<file path="src/rtl/tdc_pkg.sv">
// rtl/tdc_pkg.sv - shared width derivation and constants for the TDC time-of-arrival encoder
package tdc_pkg;

    localparam int BUBBLE_SAT = 3;

    function automatic int fineWidth(input int taps);
        return $clog2(2 * taps + 1);
    endfunction

    // Reserved fine code that marks an encode error: all ones of the fine width.
    function automatic int errCode(input int width);
        return (1 << width) - 1;
    endfunction

endpackage

</file>
<file path="src/rtl/tdc_fine_encoder.sv">
// rtl/tdc_fine_encoder.sv - combinational thermometer-to-binary fine encoder with bubble counting
module tdc_fine_encoder
    import tdc_pkg::*;
#(
    parameter int FINE_TAPS = 63,
    parameter int FINE_W    = fineWidth(FINE_TAPS)
) (
    input  logic [FINE_TAPS-1:0] taps,
    input  logic [1:0]           level,
    output logic [FINE_W-1:0]    fine,
    output logic [1:0]           bubble,
    output logic                 error
);

    localparam logic [FINE_W-1:0] ERR_CODE = FINE_W'(errCode(FINE_W));
    localparam logic [FINE_W-1:0] NTAPS    = FINE_W'(FINE_TAPS);
    localparam logic [FINE_W-1:0] ONE      = FINE_W'(1);

    logic              s;
    logic [FINE_W-1:0] pos;
    logic [FINE_W-1:0] nb;
    logic [FINE_W-1:0] rawFine;

    always_comb begin
        s   = taps[0];
        pos = NTAPS;
        // Scan downwards so the last hit is the lowest transition index.
        for (int i = FINE_TAPS - 1; i >= 1; i--) begin
            if (taps[i] != s) pos = FINE_W'(i);
        end
        nb = '0;
        for (int i = 1; i < FINE_TAPS; i++) begin
            if (FINE_W'(i) >= pos && taps[i] == s) nb = nb + ONE;
        end
        rawFine = s ? (pos - ONE) : (NTAPS + pos - ONE);
        error   = (nb > FINE_W'(level)) || (rawFine == ERR_CODE);
        fine    = error ? ERR_CODE : rawFine;
        bubble  = (nb > FINE_W'(BUBBLE_SAT)) ? 2'(BUBBLE_SAT) : nb[1:0];
    end

endmodule

</file>
<file path="src/rtl/tdc_toa_encoder_pipe.sv">
// rtl/tdc_toa_encoder_pipe.sv - three-stage TDC time-of-arrival encoder with coarse correction and stats
module tdc_toa_encoder_pipe
    import tdc_pkg::*;
#(
    parameter int FINE_TAPS = 63,
    parameter int COARSE_W  = 3,
    parameter int FINE_W    = fineWidth(FINE_TAPS),
    parameter int STAT_W    = 16
) (
    input  logic                 clk,
    input  logic                 rstn,
    input  logic                 in_valid,
    output logic                 in_ready,
    input  logic [FINE_TAPS-1:0] in_taps,
    input  logic [COARSE_W-1:0]  in_cnt_a,
    input  logic [COARSE_W-1:0]  in_cnt_b,
    input  logic [1:0]           cfg_level,
    input  logic [FINE_W-1:0]    cfg_offset,
    input  logic                 cfg_raw,
    input  logic                 stat_clr,
    output logic                 out_valid,
    input  logic                 out_ready,
    output logic [COARSE_W-1:0]  out_coarse,
    output logic [FINE_W-1:0]    out_fine,
    output logic [1:0]           out_bubble,
    output logic                 out_error,
    output logic [STAT_W-1:0]    stat_hits,
    output logic [STAT_W-1:0]    stat_errs
);

    localparam logic [FINE_W:0]   PHASE_MOD = (FINE_W+1)'(2 * FINE_TAPS + 1);
    localparam logic [FINE_W:0]   PHASE_LIM = (FINE_W+1)'(FINE_TAPS - 1);
    localparam logic [STAT_W-1:0] STAT_MAX  = '1;

    logic                 s1Valid, s2Valid;
    logic [FINE_TAPS-1:0] s1Taps;
    logic [COARSE_W-1:0]  s1CntA, s1CntB, s2CntA, s2CntB;
    logic [1:0]           s1Level;
    logic [FINE_W-1:0]    s1Offset, s2Offset;
    logic                 s1Raw, s2Raw;
    logic [FINE_W-1:0]    s2Fine;
    logic [1:0]           s2Bubble;
    logic                 s2Error;

    logic [FINE_W-1:0]    encFine;
    logic [1:0]           encBubble;
    logic                 encError;

    logic                 ready2, ready3;
    logic [FINE_W:0]      phase;
    logic                 selA;
    logic [COARSE_W-1:0]  nextCoarse;

    tdc_fine_encoder #(
        .FINE_TAPS (FINE_TAPS),
        .FINE_W    (FINE_W)
    ) u_fine_encoder (
        .taps   (s1Taps),
        .level  (s1Level),
        .fine   (encFine),
        .bubble (encBubble),
        .error  (encError)
    );

    assign ready3   = !out_valid || out_ready;
    assign ready2   = !s2Valid || ready3;
    assign in_ready = !s1Valid || ready2;

    // s2Fine is already forced to the error code, so erroneous hits select on that value.
    assign phase      = ({1'b0, s2Offset} + {1'b0, s2Fine}) % PHASE_MOD;
    assign selA       = phase > PHASE_LIM;
    assign nextCoarse = s2Raw ? s2CntA : (selA ? s2CntA - COARSE_W'(1) : s2CntB);

    always_ff @(posedge clk or negedge rstn) begin
        if (!rstn) begin
            s1Valid    <= 1'b0;
            s1Taps     <= '0;
            s1CntA     <= '0;
            s1CntB     <= '0;
            s1Level    <= '0;
            s1Offset   <= '0;
            s1Raw      <= 1'b0;
            s2Valid    <= 1'b0;
            s2Fine     <= '0;
            s2Bubble   <= '0;
            s2Error    <= 1'b0;
            s2CntA     <= '0;
            s2CntB     <= '0;
            s2Offset   <= '0;
            s2Raw      <= 1'b0;
            out_valid  <= 1'b0;
            out_coarse <= '0;
            out_fine   <= '0;
            out_bubble <= '0;
            out_error  <= 1'b0;
            stat_hits  <= '0;
            stat_errs  <= '0;
        end else begin
            if (in_ready) begin
                s1Valid <= in_valid;
                if (in_valid) begin
                    s1Taps   <= in_taps;
                    s1CntA   <= in_cnt_a;
                    s1CntB   <= in_cnt_b;
                    s1Level  <= cfg_level;
                    s1Offset <= cfg_offset;
                    s1Raw    <= cfg_raw;
                end
            end
            if (ready2) begin
                s2Valid <= s1Valid;
                if (s1Valid) begin
                    s2Fine   <= encFine;
                    s2Bubble <= encBubble;
                    s2Error  <= encError;
                    s2CntA   <= s1CntA;
                    s2CntB   <= s1CntB;
                    s2Offset <= s1Offset;
                    s2Raw    <= s1Raw;
                end
            end
            if (ready3) begin
                out_valid <= s2Valid;
                if (s2Valid) begin
                    out_coarse <= nextCoarse;
                    out_fine   <= s2Fine;
                    out_bubble <= s2Bubble;
                    out_error  <= s2Error;
                end
            end
            if (stat_clr) begin
                stat_hits <= '0;
                stat_errs <= '0;
            end else begin
                if (in_valid && in_ready && stat_hits != STAT_MAX)
                    stat_hits <= stat_hits + STAT_W'(1);
                if (ready3 && s2Valid && s2Error && stat_errs != STAT_MAX)
                    stat_errs <= stat_errs + STAT_W'(1);
            end
        end
    end

endmodule

</file>
<file path="config.mk">
export PLATFORM = sky130hd
export DESIGN_NAME = tdc_toa_encoder_pipe
export DESIGN_NICKNAME = d
export VERILOG_FILES = /design/src/rtl/tdc_pkg.sv /design/src/rtl/tdc_fine_encoder.sv /design/src/rtl/tdc_toa_encoder_pipe.sv
export SDC_FILE = /design/constraint.sdc
export NUM_CORES = 1
export LEC_CHECK = 0
export ABC_AREA = 1
export CORE_MARGIN = 10
export CORE_UTILIZATION = 68
export CTS_BUF_LIST = sky130_fd_sc_hd__clkbuf_8
export DETAILED_ROUTE_END_ITERATION = 8
export HOLD_SLACK_MARGIN = 0.06
export PLACE_DENSITY = 0.9
export SLEW_MARGIN = 25
export SYNTH_ARGS = -nofsm -noshare
export SYNTH_HDL_FRONTEND = slang
export SYNTH_SLANG_ARGS = --single-unit
export TNS_END_PERCENT = 5
</file>
<file path="constraint.sdc">
create_clock -name clk -period 82.6 [get_ports clk]
set_input_delay 8.26 -clock clk [delete_from_list [all_inputs] [get_ports clk]]
set_output_delay 8.26 -clock clk [all_outputs]
set_load 0.05 [all_outputs]
</file>
### Yosys cells after proc, flatten, opt, wreduce, memory -nomap -nowiden

Cells that the tools add are included.

* flip-flop bits (word level): 151
* output and inout port bits: 47

* div/mod/pow operators: 1
* mux-type cells: 133
* add/subtract/negate cells: 68
* magnitude comparators: 65
* reductions and logical operators: 79
* eq/ne operators: 127

Operators by type and width (count)
* $mux W7: 63
* $add A7 B1 Y7 const B: 60
* $ge A6 B6 Y1 const A: 31
* $mux W6: 31
* $ge A5 B6 Y1 const A: 16
* $mux W5: 16
* $logic_and A1 B1 Y1: 67
* $mux W16: 4
* $eq A1 B1 Y1: 62
* $ne A1 B1 Y1: 62
* $ge A4 B6 Y1 const A: 8
* $add A16 B1 Y16 const B: 2
* $mux W4: 8
* $ne A16 B16 Y1 const B: 2
* $ge A3 B6 Y1 const A: 4
* $mux W3: 6
* $ge A2 B6 Y1 const A: 2
* $add A7 B7 Y8: 1
* $gt A8 B6 Y1 const B: 1
* $mod A8 B7 Y8 const B: 1
* $add A6 B6 Y7 const A: 1
* $eq A7 B7 Y1 const B: 1
* $gt A7 B2 Y1: 1
* $gt A7 B2 Y1 const B: 1
* 11 further kinds: 22

### Longest topological paths before layout

* depth in word-level cells: 191
* depth in mapped cells: 308

### Cells and area by module

From an unflattened synthesis, not the netlist that was laid out.

* cell total of the unflattened synthesis: 3492
* area total of the unflattened synthesis: 20729.9 um^2

By module, submodules not included
* tdc_fine_encoder: cells each 2673, sequential area each 0.0 um^2, area an instance 13960.9 um^2, times used 1
* tdc_toa_encoder_pipe: cells each 819, sequential area each 3778.6 um^2, area an instance 6769.0 um^2, times used 1

### Least setup slack after synthesis

No wires, ideal clock.

* path kind: register to register
* start point: register s1Taps[0]
* end point: register s2Fine[0]
* stages on the path, launching flop included: 302
* data arrival time: 31.544 ns
* data required time: 82.479 ns
* library setup time: 0.121 ns
* slack: 50.935 ns
* cells stage by stage: dfrtp_1 -> buf_6 -> xnor2_2 -> nand2_1 -> nand2_1 -> nand2_1 -> nand2_1 -> nand2_1 -> nand2_1 -> nand2_1 -> nand2_1 -> nand2_1 -> nand2_1 -> nand2_1 -> nand2_1 -> nand2_1 -> nand2_1 -> nand2_1 -> [266 not listed] -> ha_1 -> nand2_1 -> nand2_1 -> ha_1 -> or2_2 -> nand2_1 -> inv_1 -> ha_1 -> nand2_1 -> o21a_1 -> inv_1 -> ha_1 -> a21oi_1 -> a21oi_1 -> a41oi_1 -> nand3_2 -> nand2_4 -> nand2_2

* cells in the longest elaborated chain, start to end: 191
* elaborated cells on any way between the ends: 441
* classes of those cells: add/sub (64); order compare (63); eq/ne (125); mux (126); reduce/logical (63)

Ends and longest elaborated chain
* start, declared: line tdc_toa_encoder_pipe.sv:36 `logic [FINE_TAPS-1:0] s1Taps;`
* start signal, assigned: line tdc_toa_encoder_pipe.sv:102 `s1Taps <= in_taps;`
* $ne A1 B1 Y1: line tdc_fine_encoder.sv:29 `if (taps[i] != s) pos = FINE_W'(i);`
* $mux W1: line tdc_fine_encoder.sv:29
* $mux W2 (2 in series): line tdc_fine_encoder.sv:29
* $mux W3 (4 in series): line tdc_fine_encoder.sv:29
* $mux W4 (8 in series): line tdc_fine_encoder.sv:29
* $mux W5 (16 in series): line tdc_fine_encoder.sv:29
* $mux W6 (31 in series): line tdc_fine_encoder.sv:29
* $ge A1 B6 Y1: line tdc_fine_encoder.sv:33 `if (FINE_W'(i) >= pos && taps[i] == s) nb = nb + ONE;`
* [119 not listed]
* $mux W7: line tdc_fine_encoder.sv:33
* $add A7 B1 Y7: line tdc_fine_encoder.sv:33
* $mux W7: line tdc_fine_encoder.sv:33
* $add A7 B1 Y7: line tdc_fine_encoder.sv:33
* $mux W7: line tdc_fine_encoder.sv:33
* $gt A7 B2 Y1: line tdc_fine_encoder.sv:36 `error = (nb > FINE_W'(level)) || (rawFine == ERR_CODE);`
* $logic_or A1 B1 Y1: line tdc_fine_encoder.sv:36
* $mux W7 (*): line tdc_fine_encoder.sv:37 `fine = error ? ERR_CODE : rawFine;`
* end signal, assigned: line tdc_toa_encoder_pipe.sv:113 `s2Fine <= encFine;`
* end, declared: line tdc_toa_encoder_pipe.sv:41 `logic [FINE_W-1:0] s2Fine;`

Mark *: on every way between the ends. The rest lies on a longest branch, timed or not.
A chain may end at the register's enable or synchronous reset.

### Worst setup path in the final report

Same ends and word-level chain as after synthesis.

==> metrics <==
status=finished clean; top-count cell post-synth=nand2_1; Initial Util=0.693; post-synthesis mux area share=0; period utilisation layout=0.437; post-layout min period=36.07 ns; DR pass1 iterations=7; final wirelength=51.4 mm; clk_lat worst skew=0.48 ns; Compound-Gate Fraction of Synth Area=0.0508; Synth area leaders=nand2_1, dfrtp_1, inv_1, nand3_1, nor2_1; CP max stage delay=0.68 ns; setup_tns=0 ns; synthesis warning total=0; Startpoint Class=flop; CTS buffer count=17; Post-synth ARST share=1.00; RD Place Congestion=0.979; R2R depth=303; Slew @ Worst Pin=0.830 ns; Worst path most repeated cell=nand2_1; Hold Path Sink=s2Offset[5]; post-synth top area share=0.237; RSZ-0062 raised after global routing=no; final hold slack=0.485 ns; Synth Instances=3814; io pins=131; Synth area leader=nand2_1; CTS resizes=0; Worst EP required=82.96 ns; syn nets=3981; syn_area_per_cell=5.60 um^2; synthesized-area fraction occupied by adder cells=0.0490; RR Endpoint=s2Fine[0]; antenna viol nets, final=0; DR vias/cell=5.16; Final setup viols=0; clk buf depth=2; worst hold stages=2; Hold Vio Cnt, Final=0; ratio of cells with drive above 1 in the final layout=0.0900; Synth Area in Simple Gates=0.548; hold_sp=s1Offset[5]; drt drc=0; Final HPWL DP=41.6 mm; Setup crit end kind=flop; dpl cell area=23000 um^2; first-pass GRT wire length=89.1 mm; Crit-path slowest cell=dfrtp_4; max-slew violation count=0; XOR/XNOR Fraction of Synth Area=0.0307; Distinct cells, synth=53; r2r setup slk=46.53 ns; register area share after synthesis=0.177; Worst Path Arrival=36.42 ns; Overflow after GRT=0; Vias=22411; Worst-path clk slew=0.10 ns; Buf/Inv on CP=51; Placeable Area=30800 um^2; Hold Buf Count CTS=0; vias in the first global route=20708; drt wl/cell=11.8 um; post-CTS repair timing setup buffer count=0; DIE HEIGHT=197 um; DR iter-0 viols=1504; Finished Layout Cells=4343; final instance area=23500 um^2; CP Class=flop to flop; CP startpoint=s1Taps[0]; H-Tree Level Count=4; crit path max fanout=45; MaxCap Viol Count=0; Post-synth EDFFs=0; Die ar.=38900 um^2; family with the most delay on the worst path=simple AND/OR/NAND/NOR gates; Synth Cell Area=21400 um^2; FF-to-FF Start=s1Taps[0]; FMAX=27.7 MHz; Synth Flop Type=dfrtp_1; Post-synth top cells=nand2_1, inv_1, nand3_1; worst hold path type=flop to flop; initial antenna violation count=7; Max-slew headroom=0.446; Root Driver=clkbuf_8; row count=64; clk_skew=0.0232 ns; die width=197 um; CTS tree=yes; Total GRT Usage=0.264; Post-Place Cells=4308; largest family of logic cells by synthesized area=simple AND/OR/NAND/NOR gates; Buffers on Ports=130; CTS Sinks=151; NumNets Final=4099; largest net degree at the start of global routing=91; Area growth, synth to finish=9.92%; #FFs+latches synth=151
-- sequential cells by signal, summed over array words and instances, names as in the netlist, 2 cells and up --
| register | flops |
|---|---|
| out_bubble | 2 |
| s1CntA | 3 |
| s2Bubble | 2 |
| s2Fine | 7 |
| stat_hits | 16 |
| stat_errs | 16 |
| s2CntB | 3 |
| s1Level | 2 |
| out_coarse | 3 |
| s1CntB | 3 |
| s1Taps | 63 |
| out_fine | 7 |
| s2Offset | 7 |
| s2CntA | 3 |
| s1Offset | 7 |
-- layer usage --
metal	track usage	vias to the layer above	wire, um
met5	0	-	68
met4	0.0846	8	1470
met3	0.0554	104	3210
met2	0.454	533	23500
met1	0.323	9793	23200
li1	-	11973	-
-- through the flow --
stage,utilization,worst slack (ns)
detailed placement,0.747,46.62
floorplan,-,50.93
CTS,0.761,46.43
global placement,0.747,47.34
finish,0.762,46.53
global route,0.762,42.87
-- kinds of logic after synthesis --
logic type	Yosys count
xor gates and xnor gates	74
DFF	151
buffers and inverters	813
adders and majority gates	83
and+or+nand+nor	2499
AOI/OAI and AO/OA	194
-- layout by cell type (no fill, tap or decap), drive strengths merged, types with 2 or more instances in the layout --
| cell | synthesis | routed |
|---|---|---|
| nand2 | 1506 | 1506 |
| inv | 769 | 777 |
| nand3 | 566 | 566 |
| nor2 | 320 | 320 |
| dfrtp | 151 | 151 |
| clkdlybuf4s50 | 0 | 129 |
| o21ai | 97 | 97 |
| ha | 82 | 82 |
| xnor2 | 64 | 64 |
| a21oi | 57 | 57 |
| or2 | 36 | 36 |
| nor3 | 20 | 20 |
| nand4 | 20 | 20 |
| clkbuf | 22 | 17 |
| nand3b | 16 | 16 |
| clkinv | 8 | 13 |
| xor2 | 10 | 10 |
| o211ai | 9 | 9 |
| a211oi | 7 | 7 |
| nor4 | 6 | 6 |
| a31oi | 6 | 6 |
| buf | 14 | 6 |
| and2 | 4 | 4 |
| and3 | 3 | 3 |
| o221ai | 3 | 3 |
| o21a | 3 | 3 |
| diode | 0 | 2 |
| nor3b | 2 | 2 |
| a221oi | 2 | 2 |
| clkinvlp | 0 | 2 |
-- worst register-to-register path: cells and delay by family, from the launching register on --
family          cells  cell delay (ns)
simple gates      205            19.96
xor+xnor            1             0.19
buf+inv            51             3.25
flops               1             0.68
compound gates      9             1.54
fa+ha+maj          37            10.33
-- area by class of cell --
type	count	area, um^2
Tap cell	396	495
Timing Repair Buffer	135	1360
Sequential cell	151	3780
Fill cell	2639	7340
Multi-Input combinational cell	2850	14500
Clock inverter	15	181
Antenna cell	2	5.00
Inverter	777	2920
Clock buffer	17	234
-- worst max path at each step --
stage,to,slack (ns),cells after the start
after floorplan,s2Fine[0],50.93,301
after global placement,s2Fine[0],47.34,302
after detailed placement,s2Fine[0],46.62,302
after CTS,s2Fine[0],46.43,302
after global routing,s2Fine[0],42.87,303
final,s2Fine[0],46.53,303
Power is left out: the tool's default activity adds up to more than one toggle a clock period on the data nets, which glitch-free logic cannot reach.
